===== config.mk =====
export PLATFORM = sky130hd
export DESIGN_NAME = act_skew_feeder
export DESIGN_NICKNAME = d
export VERILOG_FILES = /design/src/rtl/act_skew_feeder_pkg.sv /design/src/rtl/act_skew_feeder_skew_delay_line.sv /design/src/rtl/act_skew_feeder.sv
export SDC_FILE = /design/constraint.sdc
export NUM_CORES = 1
export LEC_CHECK = 0
export ABC_AREA = 1
export ABC_CLOCK_PERIOD_IN_PS = 1700
export CORE_MARGIN = 5
export CORE_UTILIZATION = 32
export CTS_BUF_LIST = sky130_fd_sc_hd__clkbuf_4 sky130_fd_sc_hd__clkbuf_8
export CTS_CLUSTER_DIAMETER = 40
export DETAILED_ROUTE_END_ITERATION = 12
export SLEW_MARGIN = 15
export SYNTH_ARGS = -nofsm -noshare
export SYNTH_HDL_FRONTEND = slang
export SYNTH_SLANG_ARGS = --single-unit

===== constraint.sdc =====
create_clock -name clk -period 1.7 [get_ports clk]
set_input_delay 0.17 -clock clk [delete_from_list [all_inputs] [get_ports clk]]
set_output_delay 0.17 -clock clk [all_outputs]
set_load 0.01 [all_outputs]

===== src/rtl/act_skew_feeder_pkg.sv =====
// ---------------------------------------------------------------------------
// act_skew_feeder_pkg
// Shared definitions for the activation skew feeder: the feeder FSM state
// encoding, default array geometry, and the helpers used to slice the packed
// per-lane activation buses.
// ---------------------------------------------------------------------------
package act_skew_feeder_pkg;

  // Feeder control states: waiting for a tile, accepting vectors, draining
  // the skew so the last vector reaches the bottom lane.
  typedef enum logic [1:0] {
    ST_IDLE   = 2'd0,
    ST_STREAM = 2'd1,
    ST_FLUSH  = 2'd2
  } feeder_state_e;

  localparam int ROWS_DEF  = 4;
  localparam int DW_DEF    = 8;
  localparam int LEN_W_DEF = 8;

  // The flush counter only ever holds ROWS-1, which is at most 15.
  localparam int ROWS_MAX = 16;
  localparam int FLUSH_W  = $clog2(ROWS_MAX);

  // Lowest bit of lane 'lane' inside a packed ROWS*DW activation bus.
  function automatic int lane_lsb(input int lane, input int dw);
    return lane * dw;
  endfunction

endpackage


===== src/rtl/act_skew_feeder_skew_delay_line.sv =====
// ---------------------------------------------------------------------------
// skew_delay_line
// Fixed-length shift register carrying one activation lane plus its valid
// flag. A sample entering on data_i/valid_i appears on data_o/valid_o exactly
// DEPTH rising edges later.
//
// Ports:
//   clk      - clock, rising edge
//   reset_n  - asynchronous active-low reset, clears every stage
//   data_i   - lane data entering the line
//   valid_i  - lane valid entering the line
//   data_o   - lane data leaving the last stage
//   valid_o  - lane valid leaving the last stage
// ---------------------------------------------------------------------------
module skew_delay_line #(
  parameter int DEPTH = 1,
  parameter int DW    = 8
) (
  input  logic          clk,
  input  logic          reset_n,
  input  logic [DW-1:0] data_i,
  input  logic          valid_i,
  output logic [DW-1:0] data_o,
  output logic          valid_o
);

  logic [DW-1:0] data_q  [DEPTH];
  logic          valid_q [DEPTH];

  // Stage 0 captures the lane input, every later stage takes its predecessor.
  always_ff @(posedge clk or negedge reset_n) begin
    if (!reset_n) begin
      for (int i = 0; i < DEPTH; i++) begin
        data_q[i]  <= '0;
        valid_q[i] <= 1'b0;
      end
    end else begin
      data_q[0]  <= data_i;
      valid_q[0] <= valid_i;
      for (int i = 1; i < DEPTH; i++) begin
        data_q[i]  <= data_q[i-1];
        valid_q[i] <= valid_q[i-1];
      end
    end
  end

  assign data_o  = data_q[DEPTH-1];
  assign valid_o = valid_q[DEPTH-1];

endmodule


===== src/rtl/act_skew_feeder.sv =====
// ---------------------------------------------------------------------------
// act_skew_feeder
// Accepts a tile of activation vectors and presents them to the west edge of
// a systolic array with the diagonal skew the array needs: lane r of a vector
// appears r+1 cycles after the vector was accepted. After the last vector the
// feeder flushes ROWS-1 cycles of zeros and pulses tile_done exactly when the
// bottom lane shows the tile's final element.
//
// Ports:
//   clk            - clock, rising edge
//   reset_n        - asynchronous active-low reset
//   start          - begin a tile (honoured only while idle)
//   tile_len       - number of vectors in the tile, latched with start
//   in_valid       - upstream vector valid
//   in_ready       - feeder accepts a vector this cycle (streaming only)
//   in_data        - one activation per lane, lane r at [r*DW +: DW]
//   out_west       - skewed activations to the array west edge
//   out_lane_valid - per-lane flag, lane carries a real element
//   busy           - tile in progress (streaming or flushing)
//   tile_done      - one-cycle completion pulse
// ---------------------------------------------------------------------------
module act_skew_feeder
  import act_skew_feeder_pkg::*;
#(
  parameter int ROWS  = ROWS_DEF,
  parameter int DW    = DW_DEF,
  parameter int LEN_W = LEN_W_DEF
) (
  input  logic               clk,
  input  logic               reset_n,
  input  logic               start,
  input  logic [LEN_W-1:0]   tile_len,
  input  logic               in_valid,
  output logic               in_ready,
  input  logic [ROWS*DW-1:0] in_data,
  output logic [ROWS*DW-1:0] out_west,
  output logic [ROWS-1:0]    out_lane_valid,
  output logic               busy,
  output logic               tile_done
);

  feeder_state_e      state_q, state_d;
  logic [LEN_W-1:0]   remain_q, remain_d;
  logic [FLUSH_W-1:0] flush_q, flush_d;
  logic               done_q, done_d;
  logic               accept;

  assign accept = in_valid & in_ready;

  // State register: FSM state, vector countdown, flush countdown and the
  // registered completion pulse.
  always_ff @(posedge clk or negedge reset_n) begin
    if (!reset_n) begin
      state_q  <= ST_IDLE;
      remain_q <= '0;
      flush_q  <= '0;
      done_q   <= 1'b0;
    end else begin
      state_q  <= state_d;
      remain_q <= remain_d;
      flush_q  <= flush_d;
      done_q   <= done_d;
    end
  end

  // Next-state logic. The completion pulse is registered, so it is raised on
  // the edge that leaves the tile; that lands it in the same cycle the last
  // element exits the deepest lane. An empty tile completes one cycle after
  // its start without ever leaving IDLE.
  always_comb begin
    state_d  = state_q;
    remain_d = remain_q;
    flush_d  = flush_q;
    done_d   = 1'b0;
    case (state_q)
      ST_IDLE: begin
        if (start) begin
          if (tile_len != '0) begin
            state_d  = ST_STREAM;
            remain_d = tile_len;
          end else begin
            done_d = 1'b1;
          end
        end
      end
      ST_STREAM: begin
        if (accept) begin
          remain_d = remain_q - LEN_W'(1);
          if (remain_q == LEN_W'(1)) begin
            if (ROWS == 1) begin
              state_d = ST_IDLE;
              done_d  = 1'b1;
            end else begin
              state_d = ST_FLUSH;
              flush_d = FLUSH_W'(ROWS - 1);
            end
          end
        end
      end
      ST_FLUSH: begin
        flush_d = flush_q - FLUSH_W'(1);
        if (flush_q == FLUSH_W'(1)) begin
          state_d = ST_IDLE;
          done_d  = 1'b1;
        end
      end
      default: begin
        state_d = ST_IDLE;
      end
    endcase
  end

  // Output decode from the current state.
  always_comb begin
    in_ready  = (state_q == ST_STREAM);
    busy      = (state_q == ST_STREAM) || (state_q == ST_FLUSH);
    tile_done = done_q;
  end

  // One delay line per lane, depth r+1. Cycles without an accept inject a
  // zero bubble so invalid lanes always read zero downstream.
  for (genvar r = 0; r < ROWS; r++) begin : g_lane
    localparam int LSB = lane_lsb(r, DW);

    logic [DW-1:0] laneIn;
    assign laneIn = accept ? in_data[LSB +: DW] : '0;

    skew_delay_line #(
      .DEPTH (r + 1),
      .DW    (DW)
    ) u_delay (
      .clk     (clk),
      .reset_n (reset_n),
      .data_i  (laneIn),
      .valid_i (accept),
      .data_o  (out_west[LSB +: DW]),
      .valid_o (out_lane_valid[r])
    );
  end

endmodule


==> results.json, run 1 <==
{
  "drv_cap": 0,
  "cts_root_buffer": "clkbuf_8",
  "synth_nets": 384,
  "drive_above_1_share_pct": 8.642,
  "via_per_inst": 4.161,
  "reg2reg_to": "flush_q[0]",
  "fin_nets": 451,
  "ff_latch_area_um2": 2477,
  "grt_use_total_pct": 9.804,
  "antenna_left": 0,
  "cts_tree": "done",
  "r2r_slack_ns": 0.14,
  "start_kind": "register",
  "fmax_mhz": 640.0,
  "clockBufferDepth": 2,
  "wirelength_um": 6288,
  "fillers": 1090,
  "worstMarginPinSlew_ns": 0.5458,
  "clk_latency_ns": 0.34,
  "clk_pin_slew_ns": 0.09,
  "p_leak_nw": 2.429,
  "path_buf_inv": 3,
  "first_global_vias": 2328,
  "antenna_found_initial": 0,
  "skew_ns": 0.01350,
  "holdPathEnd": "g_lane[0].u_delay.data_o[2]",
  "path_class": "register to register",
  "drt_iter0_markers": 81,
  "multiInputGateArea_um2": 772.0,
  "wl_per_cell_um": 11.47,
  "setup_viol_count_final": 0,
  "crit_arrival_ns": 1.79,
  "synth.distinct_cells": 26,
  "slowest_stage": "dfrtp_1",
  "fin_crit_ns": 1.562,
  "hold_depth": 3,
  "cts_max_level": 3,
  "reg2reg_depth": 7,
  "start_util_pct": 32.38,
  "yosys_warnings": 0,
  "crit_chain": "buf_4 -> ha_2 -> buf_4 -> inv_2 -> nand2_1 -> o211ai_1 -> nand2_1",
  "final.setup.tns_ns": 0,
  "hpwl_um": 4572,
  "powerDensity_nw_per_um2": 1398,
  "gr-total-overflow": 0,
  "path_max_fanout": 10,
  "required_ns": 1.93,
  "cts_buffers": 9,
  "ir_drop_v": 0.0008961,
  "status": "completed",
  "cpLargestDelayFamily": "buffers and inverters",
  "slew-limit-headroom_pct": 63.61,
  "worst_path_largest_cell_delay_ns": 0.39,
  "io_buffers": 82,
  "ys_ff_latch": 99,
  "fp.dieW_um": 117.0,
  "fp-row-count": 39,
  "grt_max_degree": 42,
  "rsz0062_at_grt": "false",
  "finalCritPeriodShare_pct": 91.91,
  "die_area_um2": 13700,
  "synth_area_um2": 3666,
  "io_pins": 83,
  "dr.pass1.iters": 4,
  "r2r_start": "state_q[0]",
  "drc": 0,
  "min_from": "in_data[2]",
  "cts.sinks": 99,
  "coreArea_um2": 11320,
  "yosysSeqAreaShare_pct": 67.58,
  "fin_util_pct": 41.63,
  "critPathCaptureType": "register",
  "antenna-diode-count": 0,
  "vias": 2280,
  "area_growth_pct": 28.57,
  "place.gp.congestion": 0.8273,
  "syn-instance-count": 333,
  "min_path_type": "input port to register",
  "slew_violations": 0,
  "die_y_um": 117.0,
  "grt_pass1_wl_um": 10540,
  "avgSynthCellArea_um2": 11.01,
  "hold_viol_final": 0
}
sequential cells by signal, indices dropped and copies added, names as in the netlist:
register,count
g_lane.u_delay.data_q,48
tile_done,1
g_lane.u_delay.data_o,32
g_lane.u_delay.valid_o,2
g_lane.u_delay.valid_q,2
flush_q,4
state_q,2
remain_q,8
metrics by stage:
stage,total power [W],area (µm²),std cells,worst slack [ns],hold WS [ns]
global route,0.007111,4713,548,0.02590,0.2987
detailed placement,0.005143,4478,529,0.07553,0.2017
finish,0.006588,4713,548,0.1375,0.3337
floorplan,0.004491,3666,333,0.2570,-0.1256
global placement,0.005114,4478,529,0.1593,0.1903
CTS,0.006685,4708,548,0.09587,0.3054
logic make-up after synthesis:
logic type	share of synthesized area [%]
flops	67.58
mux	0.2730
fa+ha+maj	2.389
compound gates	2.833
xor+xnor	0.7169
buf+inv	11.57
simple gates	14.64
Yosys cell counts, drive strengths merged:
master  count  area share, %
o21ai      13            2.3
dfrtp      99             68
ha          7            2.4
mux2i       1           0.27
nand2      54            5.8
a21oi       1           0.14
o21bai      1           0.20
nor2       50            5.6
clkbuf      3           0.31
or2         1           0.17
o211ai      1           0.20
nand4       4           0.68
nand3      15            2.2
nand3b      1           0.20
inv        49            5.0
xor2        3           0.72
buf        30            6.2
power breakdown:
group,total [W],switching [W],internal (W),leakage (nW)
logic,0.00206,0.00117,0.000890,0.989
clock network,0.00148,0.000740,0.000742,0.103
registers,0.00305,0.000243,0.00281,1.34
worst max path at each step:
stage,from,slack [ns],depth (start not counted),endpoint
after global placement,state_q[1],0.16,7,remain_q[3]
after CTS,state_q[0],0.1,7,remain_q[4]
final,state_q[0],0.14,7,flush_q[0]
after global routing,state_q[0],0.03,8,remain_q[1]
after detailed placement,state_q[0],0.08,7,remain_q[4]
after floorplan,state_q[1],0.26,8,remain_q[1]
worst min-delay path, cell delays in order:
cell	delay [ns]
clkdlybuf4s50_1	0.39
inv_1	0.05
nor2_1	0.03
layout make-up:
type,instances,share of cell area [%]
multi-input cells,152,16.38
clock buffers,11,3.079
flip-flops and latches,99,52.56
clock inverters,5,1.274
well taps,143,3.796
inverters,49,3.902
repair buffers,89,19.01
repair_timing:
action | 4_1_cts | 5_1_grt
setup endpoints to repair | 2 | 6
endpoints found under the hold margin | 39 | 0
buffers inserted | 2 | 0
gates resized for setup | 3 | 1
hold buffers | 1 | 0
layer usage:
metal	wire, µm	share of wire (%)	vias up	track usage [%]
met3	409	6.5	7	2.725
met4	90	1.4	0	3.899
met5	0	0	-	0
met2	3077	49	62	16.15
li1	-	-	1105	-
met1	2710	43	1106	12.25
placed cells by master (no fill, tap or decap), types with 2 or more instances in the layout:
cell type         n
dfrtp_1          99
clkdlybuf4s50_1  79
nand2_1          52
inv_1            48
nor2_1           47
nand3_1          14
o21ai_0          10
clkbuf_8         10
ha_1              6
buf_4             5
nand4_1           4
nor2_4            3
xor2_1            3
o21ai_2           2
dlygate4sd2_1     2
buf_12            2
Note: power is estimated with default switching activity, not from simulation.
==> inputs of run 2 (changes only) <==
--- a/config.mk
+++ b/config.mk
@@ -15,4 +15,5 @@
 export SLEW_MARGIN = 15
 export SYNTH_ARGS = -nofsm -noshare
 export SYNTH_HDL_FRONTEND = slang
+export SYNTH_HIERARCHICAL = 1
 export SYNTH_SLANG_ARGS = --single-unit
==> results.json, run 2 <==
{
  "grt_max_degree": 106,
  "synthTopCellsByCount": "dfrtp_1, nand2_1, nor2_1",
  "cts_buffers": 9,
  "start_util_pct": 32.88,
  "synth_flop_cell": "dfrtp_1",
  "largest_register": "g_lane.u_delay/data_q",
  "cts.sinks": 105,
  "synth_top_area_share_pct": 69.70,
  "synth_area_um2": 3770,
  "io_buffers": 82,
  "layout.cells.non_filler": 554,
  "drt_iter0_markers": 106,
  "hpwl_um": 4527,
  "grt_use_met3_pct": 3.343,
  "setup_slack_ns": 0.1305,
  "path_max_fanout": 5,
  "ir_drop_v": 0.0005974,
  "fp-row-count": 39,
  "syn-instance-count": 337,
  "hold_viol_final": 0,
  "drive_above_1_share_pct": 7.299,
  "use_met2_pct": 15.66,
  "rsz0062_at_grt": "false",
  "fillers": 1115,
  "slew_violations": 0,
  "skew_ns": 0.008335,
  "area_growth_pct": 28.54,
  "yosys_warnings": 6,
  "synth.distinct_cells": 23,
  "final_common_cell": "dfrtp_1",
  "critPathCaptureType": "output pin",
  "wl_per_cell_um": 11.96,
  "final.setup.tns_ns": 0,
  "clockBufferDepth": 2,
  "gr-total-overflow": 0,
  "fin_crit_ns": 1.570,
  "synth.area.top_cells": "dfrtp_1, nand2_1, nor2_1, buf_4, inv_1",
  "fmax_mhz": 637.1,
  "use_met1_pct": 12.20,
  "yosysSeqAreaShare_pct": 69.70,
  "antenna_left": 0,
  "crit_arrival_ns": 1.40,
  "wirelength_um": 6627,
  "slew-limit-headroom_pct": 63.49,
  "hold_ws_ns": 0.3129,
  "worstMarginPinSlew_ns": 0.5477,
  "setup_viol_count_final": 0,
  "start_kind": "register",
  "cts_max_level": 3,
  "ys_ff_latch": 105,
  "grt_busiest_layer": "met2",
  "die_y_um": 118.5,
  "antenna_found_initial": 0,
  "grt_pass1_wl_um": 11360,
  "cts_tree": "done",
  "required_ns": 1.53,
  "io_pins": 83,
  "vias": 2294,
  "largest_reg_flops": 48,
  "dp_cells": 537,
  "avgSynthCellArea_um2": 11.19,
  "clk_latency_ns": 0.35,
  "antenna-diode-count": 0,
  "postCtsSetupRepairBufs": 0,
  "cts_root_buffer": "clkbuf_8",
  "min_path_type": "input port to register",
  "fp.dieW_um": 118.5,
  "synth_largest_area_cell": "dfrtp_1",
  "fin_util_pct": 42.26,
  "grt_use_total_pct": 10.01,
  "synth_edf_count": 0,
  "dr.pass1.iters": 4,
  "drc": 0,
  "fin_nets": 457,
  "post-synth-top-count-cell": "dfrtp_1",
  "coreArea_um2": 11470,
  "post-place-ws_ns": -0.1168,
  "mostFrequentLayoutCells": "dfrtp_1, clkdlybuf4s50_1, nand2_1",
  "drv_cap": 0,
  "powerDensity_nw_per_um2": 1437,
  "via_per_inst": 4.141,
  "async_flop_share_pct": 100.0,
  "die_area_um2": 14050,
  "finalCritPeriodShare_pct": 92.32,
  "first_global_vias": 2406,
  "status": "completed",
  "p_leak_nw": 2.502,
  "path_class": "register to output pin",
  "clk_pin_slew_ns": 0.10,
  "place.gp.congestion": 0.8124,
  "synth_nets": 388
}
==> run 2: layer usage <==
layer | up-vias | part of all wire [%]
met2 | 66 | 49
met5 | - | 0
met4 | 0 | 2.2
met3 | 14 | 6.8
li1 | 1125 | -
met1 | 1089 | 42
==> run 2: final cells by class <==
class	count	area, µm²	share of cell area, %
clock buffer	9	123.9	2.556
clock inverter	7	111.4	2.298
inverter	49	183.9	3.795
multi-input combinational	154	752.0	15.52
sequential	105	2628	54.22
tap	143	178.9	3.692
timing repair buffer	87	868.3	17.92
==> run 2: repair_timing <==
action                                  4_1_cts  5_1_grt
endpoints found under the setup margin        9        7
resized for setup                             3        1
pin swaps                                     0        0
hold endpoints to repair                    105        0
hold buffers                                  1        0
gates cloned                                  0        0
==> run 2: path summary, 6_finish.rpt <==
check                                             startpoint                            to  slack (ns)  cells after the start
worst min register to register  g_lane[3].u_delay/data_q[31]  g_lane[3].u_delay/data_q[23]        0.35                      0
worst max-delay path                              state_q[1]                      in_ready        0.13                      3
min in group asynchronous                            reset_n   g_lane[3].u_delay/data_o[2]        0.40                      3
worst min-delay path                              in_data[9]   g_lane[1].u_delay/data_q[9]        0.31                      3
worst max register to register                    state_q[1]                    flush_q[2]        0.17                      8
max in group asynchronous                            reset_n   g_lane[1].u_delay/data_o[2]        0.88                      3
==> run 2: stage by stage <==
stage	cell area, µm²	power (W)
3_5_place_dp	4596	0.005286
6_report	4846	0.006962
2_1_floorplan	3770	0.004592
3_3_place_gp	4596	0.005209
5_1_grt	4846	0.007497
4_1_cts	4841	0.007070
==> run 2: cells by family after synthesis <==
logic type      Yosys count  synth area share (%)
xor+xnor                  3                0.6971
mux                       1                0.2655
flops                   105                 69.70
compound gates           16                 2.589
fa+ha+maj                 7                 2.323
simple gates            127                 13.87
buf+inv                  78                 10.55
==> run 2: worst max-delay path, cell delays in order, from the launching register on <==
cell and delay [ns]:
dfrtp_1 0.41, inv_1 0.08, ha_1 0.24, dlygate4sd2_1 0.31
==> run 2: power by group <==
part / leakage (nW) / switching (W) / internal, W
registers: 1.42 / 0.000240 / 0.00298
clock network: 0.119 / 0.000888 / 0.000866
logic: 0.966 / 0.00114 / 0.000843
total: 2.50 / 0.00227 / 0.00469
